$ cat config.mk
export PLATFORM = sky130hd
export DESIGN_NAME = layer_sequencer
export DESIGN_NICKNAME = d
export VERILOG_FILES = /design/src/rtl/layer_sequencer.sv
export SDC_FILE = /design/constraint.sdc
export NUM_CORES = 1
export LEC_CHECK = 0
export BUFFER_PORTS_ARGS = -buffer_cell sky130_fd_sc_hd__clkbuf_2
export CAP_MARGIN = 0
export CORE_MARGIN = 2
export CORE_UTILIZATION = 50
export DETAILED_ROUTE_END_ITERATION = 12
export MAX_ROUTING_LAYER = met4
export PLACE_DENSITY = 0.81
export SYNTH_ARGS = -nofsm -noshare
export SYNTH_HDL_FRONTEND = slang
export SYNTH_SLANG_ARGS = --single-unit
$ cat constraint.sdc
create_clock -name clk_i -period 2 [get_ports clk_i]
set_clock_uncertainty 0.1 [all_clocks]
set_input_delay 0.4 -clock clk_i [delete_from_list [all_inputs] [get_ports clk_i]]
set_output_delay 0.4 -clock clk_i [all_outputs]
set_load 0.01 [all_outputs]
$ cat src/rtl/layer_sequencer.sv
// Layer sequencer: drives matmul -> bias add -> sigmoid for each of L network layers,
// qualifies engine done levels against stale highs, and guards every engine wait with a
// watchdog that parks the FSM in an error state.
module layer_sequencer #(
  parameter int unsigned L   = 2,
  parameter int unsigned TMO = 4096,
  localparam int unsigned LW = (L > 1) ? $clog2(L) : 1
) (
  input  logic          clk_i,
  input  logic          rst_n_i,      // active-high synchronous reset despite the name
  input  logic          start_i,
  input  logic          mul_done_i,
  input  logic          add_done_i,
  input  logic          sig_done_i,
  output logic          mul_start_o,
  output logic          add_start_o,
  output logic          sig_start_o,
  output logic [LW-1:0] layer_idx_o,
  output logic          sel_in_o,
  output logic          load_out_o,
  output logic          busy_o,
  output logic          done_o,
  output logic          err_o
);

  localparam int unsigned CW = $clog2(TMO);
  localparam logic [LW-1:0] LastLayer = LW'(L - 1);
  localparam logic [CW-1:0] TmoLast   = CW'(TMO - 1);

  typedef enum logic [3:0] {
    StIdle, StMulGo, StMulWait, StAddGo, StAddWait, StSigGo, StSigWait, StNext, StDone, StErr
  } state_e;

  state_e        state_q, state_d;
  logic [LW-1:0] layer_q, layer_d;
  logic          arm_q, arm_d;
  logic [CW-1:0] wdog_q, wdog_d;
  logic          eng_done;
  logic          qual_done;
  logic          in_engine;
  logic          to_go;

  // Select the done level of the engine owned by the current state; others are ignored.
  always_comb begin
    eng_done = 1'b0;
    unique case (state_q)
      StMulGo, StMulWait: eng_done = mul_done_i;
      StAddGo, StAddWait: eng_done = add_done_i;
      StSigGo, StSigWait: eng_done = sig_done_i;
      default:            eng_done = 1'b0;
    endcase
  end

  // Next state, layer index, arm flag and watchdog counter.
  always_comb begin
    state_d   = state_q;
    layer_d   = layer_q;
    arm_d     = arm_q;
    wdog_d    = wdog_q;
    // A done only counts once the engine has been seen low since its start pulse.
    qual_done = arm_q & eng_done;

    unique case (state_q)
      StIdle:    state_d = StIdle;
      StMulGo:   state_d = StMulWait;
      StMulWait: begin
        if (qual_done)             state_d = StAddGo;
        else if (wdog_q == TmoLast) state_d = StErr;
      end
      StAddGo:   state_d = StAddWait;
      StAddWait: begin
        if (qual_done)             state_d = StSigGo;
        else if (wdog_q == TmoLast) state_d = StErr;
      end
      StSigGo:   state_d = StSigWait;
      StSigWait: begin
        if (qual_done)             state_d = StNext;
        else if (wdog_q == TmoLast) state_d = StErr;
      end
      StNext: begin
        if (layer_q == LastLayer) begin
          state_d = StDone;
        end else begin
          layer_d = layer_q + LW'(1);
          state_d = StMulGo;
        end
      end
      StDone:    state_d = StIdle;
      StErr:     state_d = StErr;
      default:   state_d = StIdle;
    endcase

    // Start aborts whatever is in flight and restarts from layer 0.
    if (start_i) begin
      state_d = StMulGo;
      layer_d = '0;
    end

    in_engine = state_q inside {StMulGo, StMulWait, StAddGo, StAddWait, StSigGo, StSigWait};
    to_go     = state_d inside {StMulGo, StAddGo, StSigGo};

    if (in_engine) begin
      arm_d  = arm_q | ~eng_done;
      wdog_d = wdog_q + CW'(1);
    end
    // Entering a GO state starts a fresh operation: forget old arming and timing.
    if (to_go) begin
      arm_d  = 1'b0;
      wdog_d = '0;
    end
  end

  // State registers with synchronous reset taking priority over start.
  always_ff @(posedge clk_i) begin
    if (rst_n_i) begin
      state_q <= StIdle;
      layer_q <= '0;
      arm_q   <= 1'b0;
      wdog_q  <= '0;
    end else begin
      state_q <= state_d;
      layer_q <= layer_d;
      arm_q   <= arm_d;
      wdog_q  <= wdog_d;
    end
  end

  // Moore outputs decoded purely from registered state.
  always_comb begin
    mul_start_o = (state_q == StMulGo);
    add_start_o = (state_q == StAddGo);
    sig_start_o = (state_q == StSigGo);
    load_out_o  = (state_q == StNext);
    done_o      = (state_q == StDone);
    err_o       = (state_q == StErr);
    busy_o      = !(state_q inside {StIdle, StDone, StErr});
    layer_idx_o = layer_q;
    sel_in_o    = (layer_q != '0);
  end

endmodule

==> After elaboration in Yosys (flattened, before gate mapping) <==
Cells that the tools add are included.
{ "totals": {"ff_bits": 18, "word_cells": 41, "output_inout_bits": 9} }
{ "op_classes": {"n_mux": 9, "bitwise": 3, "reduce_logical": 10, "add_sub_neg": 2, "eq_ne": 13} }
{ "op_table": {"columns": ["cell", "n"], "rows": [
  ["4-bit one-hot mux with 8 select lines", 1],
  ["4-bit 2-to-1 mux", 6],
  ["4-bit by 3-bit equality test with 1-bit output, second input constant", 5],
  ["12-bit by 1-bit adder with 12-bit output, second input constant", 1],
  ["12-bit equality test, second input constant", 1],
  ["4-bit by 2-bit equality test with 1-bit output, second input constant", 3],
  ["2-bit OR reduction", 5],
  ["4-bit by 1-bit equality test with 1-bit output, second input constant", 2],
  ["4-bit equality test, second input constant", 2],
  ["3-bit nonzero test", 2],
  ["6-bit nonzero test", 1],
  ["4-bit zero test", 1],
  ["1-bit one-hot mux with 3 select lines", 1],
  ["1-bit adder, second input constant", 1],
  ["1-bit bitwise AND", 1],
  ["1-bit zero test", 1],
  ["1-bit 2-to-1 mux", 1],
  ["1-bit NOT", 1],
  ["1-bit OR", 1]
]} }

==> Logic depth before layout (Yosys ltp) <==
{ "logic_depth": {"ltp_word": 10, "depth_mapped": 9} }

==> Worst setup path before layout <==
Ideal clock, no wire load.
{ "synth_path": {"path_type": "flip-flop to flip-flop", "from": "reg state_q[1]", "to": "reg wdog_q[6]", "n_path_buf": 2, "stages_incl_launch_ff": 9, "setup_slack_ns": 0.041, "arrival_time_ns": 1.740, "required_time_ns": 1.781, "synth_period_minus_slack_ns": 1.959, "cell_sequence": "dfxtp_1 -> buf_6 -> and3_4 -> or3b_1 -> a21oi_2 -> o41a_1 -> o221a_4 -> buf_12 -> nor2_4"} }
{ "synth_between": {"elab_chain_len": 10} }
{ "synth_lines": {"columns": ["element", "line_no", "text"], "rows": [
  ["from (decl)", "34", "state_e state_q, state_d;"],
  ["from (signal assigned)", "116", "state_q <= StIdle;"],
  ["from (signal assigned)", "121", "state_q <= state_d;"],
  ["4-bit by 3-bit equality test with 1-bit output (tied with other cells)", "46, 63, 99", null],
  ["2-bit OR reduction", "46", "unique case (state_q)"],
  ["1-bit one-hot mux with 3 select lines", "46", null],
  ["1-bit bitwise AND", "61", "qual_done = arm_q & eng_done;"],
  ["4-bit 2-to-1 mux, on equally long branches", "77, 67, 72", null],
  ["4-bit one-hot mux with 8 select lines", "63", "unique case (state_q)"],
  ["4-bit 2-to-1 mux", "94", "if (start_i) begin"],
  ["4-bit by 1-bit equality test with 1-bit output (tied with other cells)", "100", "to_go = state_d inside {StMulGo, StAddGo, StSigGo};"],
  ["3-bit nonzero test", "100", null],
  ["2-bit OR reduction (no source line)", null, null],
  ["to (signal assigned)", "124", "wdog_q <= wdog_d;"],
  ["to (decl)", "37", "logic [CW-1:0] wdog_q, wdog_d;"]
]} }
Parallel ways exist; a longest one is shown, timed or not.
A chain may end at the register's enable or synchronous reset.

==> Worst setup path after layout <==
{ "layout_path": {"from": "reg wdog_q[0]", "to": "reg arm_q"} }
{ "layout_between": {"elab_chain_len": 8} }
{ "layout_lines": {"columns": ["element", "line_no", "text"], "rows": [
  ["12-bit equality test *", "68, 73, 78", null],
  ["4-bit 2-to-1 mux *", "68, 73, 78", null],
  ["4-bit 2-to-1 mux, on equally long branches", "77, 67, 72", null],
  ["4-bit one-hot mux with 8 select lines *", "63", null],
  ["4-bit 2-to-1 mux *", "94", null],
  ["4-bit by 1-bit equality test with 1-bit output (tied with other cells)", "100", null],
  ["3-bit nonzero test *", "100", null],
  ["2-bit OR reduction (no source line) *", null, null],
  ["to (signal assigned)", "123", "arm_q <= arm_d;"],
  ["to (decl)", "36", "logic arm_q, arm_d;"]
]} }
Every way passes the cells marked *; elsewhere a longest branch is shown, timed or not.

==> impl_metrics.prom <==
# TYPE chip_impl_metric gauge
chip_impl_info{name="result_of_the_run",value="finished with violations"} 1
chip_impl_info{name="violated_checks",value="setup timing"} 1
chip_impl_metric{name="core.rowCount",unit=""} 17
chip_impl_metric{name="power.static_leakage",unit="nW"} 0.618
chip_impl_metric{name="critical_path_peak_fanout",unit=""} 7
chip_impl_metric{name="synth-seq-area-share",unit="%"} 31.2
chip_impl_metric{name="routabilityCongestion",unit=""} 1.01
chip_impl_metric{name="routed_via_density",unit=""} 5.58
chip_impl_metric{name="detail_route.iter0.violations",unit=""} 27
chip_impl_metric{name="routedWlPerCell",unit="um"} 13.8
chip_impl_info{name="largest_family_of_logic_cells_by_synthesized_area",value="simple AND/OR/NAND/NOR gates"} 1
chip_impl_metric{name="worstMarginPinSlew",unit="ps"} 335
chip_impl_info{name="cp-start-kind",value="register"} 1
chip_impl_metric{name="grt_pass1_wl",unit="um"} 4200
chip_impl_metric{name="final.setup.worst_slack",unit="ps"} -12.4
chip_impl_metric{name="level_count_of_the_clock_h_tree",unit=""} 1
chip_impl_metric{name="internal_reg_to_reg_setup_slack",unit="ps"} -10
chip_impl_info{name="synth.most_common_cell",value="dfxtp_1"} 1
chip_impl_info{name="worst_path_dominant_cell_family",value="compound AO/OA/AOI/OAI gates"} 1
chip_impl_metric{name="cts-hold-fix-buffers",unit=""} 0
chip_impl_info{name="synth_largest_area_cell",value="dfxtp_1"} 1
chip_impl_info{name="synthFlopType",value="dfxtp_1"} 1
chip_impl_metric{name="floorplan.core_area",unit="mm2"} 0.00219
chip_impl_metric{name="drt_pre_antenna_iters",unit=""} 4
chip_impl_metric{name="die-area",unit="mm2"} 0.00271
chip_impl_metric{name="clk_pin_slew",unit="ps"} 110
chip_impl_metric{name="synth_cells",unit=""} 130
chip_impl_metric{name="initial_utilization",unit="%"} 52.7
chip_impl_metric{name="area.growth.synth_to_final",unit="%"} 30.4
chip_impl_metric{name="synth_xor_area_share",unit="%"} 9.87
chip_impl_metric{name="antenna_violating_nets_post_route",unit=""} 0
chip_impl_metric{name="num_vias",unit=""} 1082
chip_impl_metric{name="post-route-util",unit="%"} 68.6
chip_impl_metric{name="final-hold-violation-count",unit=""} 0
chip_impl_metric{name="timing.critical_path.buf_inv",unit=""} 2
chip_impl_metric{name="worst_path_largest_cell_delay",unit="ps"} 420
chip_impl_info{name="clock_root_buffer",value="clkbuf_4"} 1
chip_impl_metric{name="report.final.setup_viol",unit=""} 1
chip_impl_metric{name="n_antenna_cell",unit=""} 0
chip_impl_metric{name="numCtsBuffers",unit=""} 3
chip_impl_metric{name="synth.net_count",unit=""} 137
chip_impl_info{name="timing_worst_setup_path_type",value="reg2reg"} 1
chip_impl_metric{name="max_slew_headroom",unit="%"} 77.5
chip_impl_metric{name="first_global_vias",unit=""} 1000
chip_impl_info{name="critical_path.endpoint_type",value="register"} 1
chip_impl_metric{name="cap_violations",unit=""} 0
chip_impl_metric{name="worst_ir_drop_vdd",unit="mV"} 0.497
chip_impl_metric{name="report.power.total",unit="W"} 0.000682
chip_impl_metric{name="portion_of_netlist_area_occupied_by_mux_cells",unit="%"} 0.868
chip_impl_metric{name="post_synth.cell_area_avg",unit="um2"} 8.87
chip_impl_info{name="timing.critical_path.slowest_stage_cell",value="o41a_1"} 1
chip_impl_info{name="synth.area.top_cells",value="dfxtp_1 (31%), nor2_4 (9.8%), xor2_1 (8.4%), nor2_1 (4.2%), nand2_1 (3.6%)"} 1
chip_impl_metric{name="cts.sinks",unit=""} 18
chip_impl_metric{name="die_height",unit="um"} 52.0
chip_impl_metric{name="antenna_found_initial",unit=""} 0
chip_impl_metric{name="floorplan.io_pins",unit=""} 15
chip_impl_metric{name="ys.warnings.count",unit=""} 0
chip_impl_metric{name="slew_viols_final",unit=""} 0
chip_impl_metric{name="fillers",unit=""} 172
chip_impl_metric{name="finalCriticalPeriod",unit="ps"} 2010
chip_impl_metric{name="die_x",unit="um"} 52.0
chip_impl_metric{name="data_required_time_of_the_worst_path",unit="ps"} 2160
chip_impl_metric{name="cts_buffer_depth",unit=""} 2
chip_impl_metric{name="syn_area",unit="mm2"} 0.00115
chip_impl_metric{name="synth-edff-count",unit=""} 0
chip_impl_info{name="worst_hold_path_type",value="in2reg"} 1
chip_impl_metric{name="critPathArrivalTime",unit="ps"} 2170
chip_impl_metric{name="clock_latency",unit="ps"} 310
chip_impl_metric{name="postSynthRegisterBits",unit=""} 18
chip_impl_metric{name="power.density_cell_area",unit="mW/mm2"} 453
chip_impl_metric{name="count_of_unresolved_drc_violations_after_routing",unit=""} 0
chip_impl_metric{name="grt_overflow_total",unit=""} 0
chip_impl_metric{name="synth_cell_types",unit=""} 39
chip_impl_metric{name="portBuffers",unit=""} 14
chip_impl_metric{name="largest_net_degree_at_the_start_of_global_routing",unit=""} 11
chip_impl_info{name="grt_setup_unrepaired",value="yes"} 1
chip_impl_metric{name="synth_adder_area_share",unit="%"} 1.08
chip_impl_metric{name="netlist.area_leader.share",unit="%"} 31.2
chip_impl_info{name="cp_cell_sequence",value="ha_4 -> and3_4 -> nand4_1 -> buf_4 -> o41a_1 -> o221a_4 -> buf_12 -> nor2_4"} 1
chip_impl_metric{name="achievable_clock_frequency",unit="MHz"} 497
chip_impl_metric{name="fin_nets",unit=""} 174
chip_impl_metric{name="ys_async_sr_fraction",unit="%"} 0
chip_impl_info{name="cts_tree",value="yes"} 1
chip_impl_metric{name="post_dp_cell_area",unit="mm2"} 0.00137
chip_impl_metric{name="stdcell_area",unit="mm2"} 0.00150
chip_impl_metric{name="dp_hpwl",unit="um"} 1970
chip_impl_info{name="synth_top_cells_by_count",value="dfxtp_1 (18), nor2_1 (13), nand2_1 (11), xor2_1 (11), nor2_4 (10)"} 1
chip_impl_metric{name="totalWireLength",unit="um"} 2680
chip_impl_metric{name="global_route_total_usage_across_every_layer",unit="%"} 21.4
chip_impl_metric{name="setup_tns",unit="ps"} -12.4
chip_impl_metric{name="layout_worst_path_cycle_share",unit="%"} 101
chip_impl_metric{name="fraction_of_the_mapped_netlist_area_in_simple_logic_gates",unit="%"} 38.0
chip_impl_metric{name="drive_above_1_share",unit="%"} 42.8
chip_impl_metric{name="post_route_worst_hold_slack",unit="ps"} 159
chip_impl_metric{name="synth_compound_gate_area_share",unit="%"} 11.8
==> routing by layer <==
layer / GRT usage (%) / part of all wire, %
met1: 25.4 / 41
met2: 36.3 / 51
met3: 1.72 / 4.4
met4: 10.5 / 3.0
met5: - / 0
==> cell type report <==
| type | count | area (um2) | area share [%] |
|---|---|---|---|
| multi-input combinational | 100 | 756 | 50.2 |
| inverter | 4 | 15.0 | 0.998 |
| sequential | 18 | 374 | 24.9 |
| tap | 28 | 35.0 | 2.33 |
| clock buffer | 4 | 36.3 | 2.41 |
| timing repair buffer | 40 | 288 | 19.1 |
==> sequential cells by signal, indices dropped and copies added, names as in the netlist <==
signal / flops
state_q: 4
layer_idx_o: 1
arm_q: 1
wdog_q: 12
==> worst paths after layout <==
check | from | cells past startpoint | to
hold / removal | rst_n_i | 2 | state_q[0]$_SDFF_PP0_
setup reg to reg | wdog_q[0]$_SDFFE_PP0P_ | 8 | arm_q$_SDFFE_PP0P_
hold reg to reg | arm_q$_SDFFE_PP0P_ | 2 | arm_q$_SDFFE_PP0P_
setup / recovery | wdog_q[0]$_SDFFE_PP0P_ | 8 | arm_q$_SDFFE_PP0P_
==> report_power, final <==
group	switching (W)	leakage [nW]	internal, W
Clock	0.000124	0.0210	0.000111
Combinational	0.0000447	0.448	0.0000395
Sequential	0.00000383	0.149	0.000359
==> kinds of logic (layout without fill, tap and decap cells) <==
group / count (synthesis) / after routing
AND/OR/NAND/NOR: 70 / 70
flip-flops: 18 / 18
AO/OA/AOI/OAI: 15 / 15
XOR/XNOR: 13 / 13
buffers and inverters: 12 / 48
adder cells (fa/ha/maj): 1 / 1
multiplexers: 1 / 1
==> cell usage in the layout, fill, tap and decap left out, types with 3 or more instances in the layout <==
cell	Yosys	final
dfxtp_1	18	13
dfxtp_4	0	3
nor2_4	10	13
nand2_1	11	11
nor2_1	13	10
nand2b_1	5	5
clkbuf_2	0	15
buf_4	1	23
nand3_1	3	3
xor2_1	11	11
nor3_1	6	6
nand4_1	4	4
clkbuf_4	0	3
and3_1	6	5
inv_1	4	4
==> metrics by stage <==
stage / setup slack, ps / std cells
global route: -80.8 / 194
global placement: 12.4 / 185
finish: -12.4 / 194
floorplan: 41.1 / 130
detailed placement: -61.5 / 185
CTS: 12.7 / 190
==> what timing repair did <==
item	CTS	global route
pin swaps	1	14
buffers inserted	1	4
gates resized for setup	6	14
endpoints found under the setup margin	14	14
No activity file was read; power rests on OpenSTA's default activity.
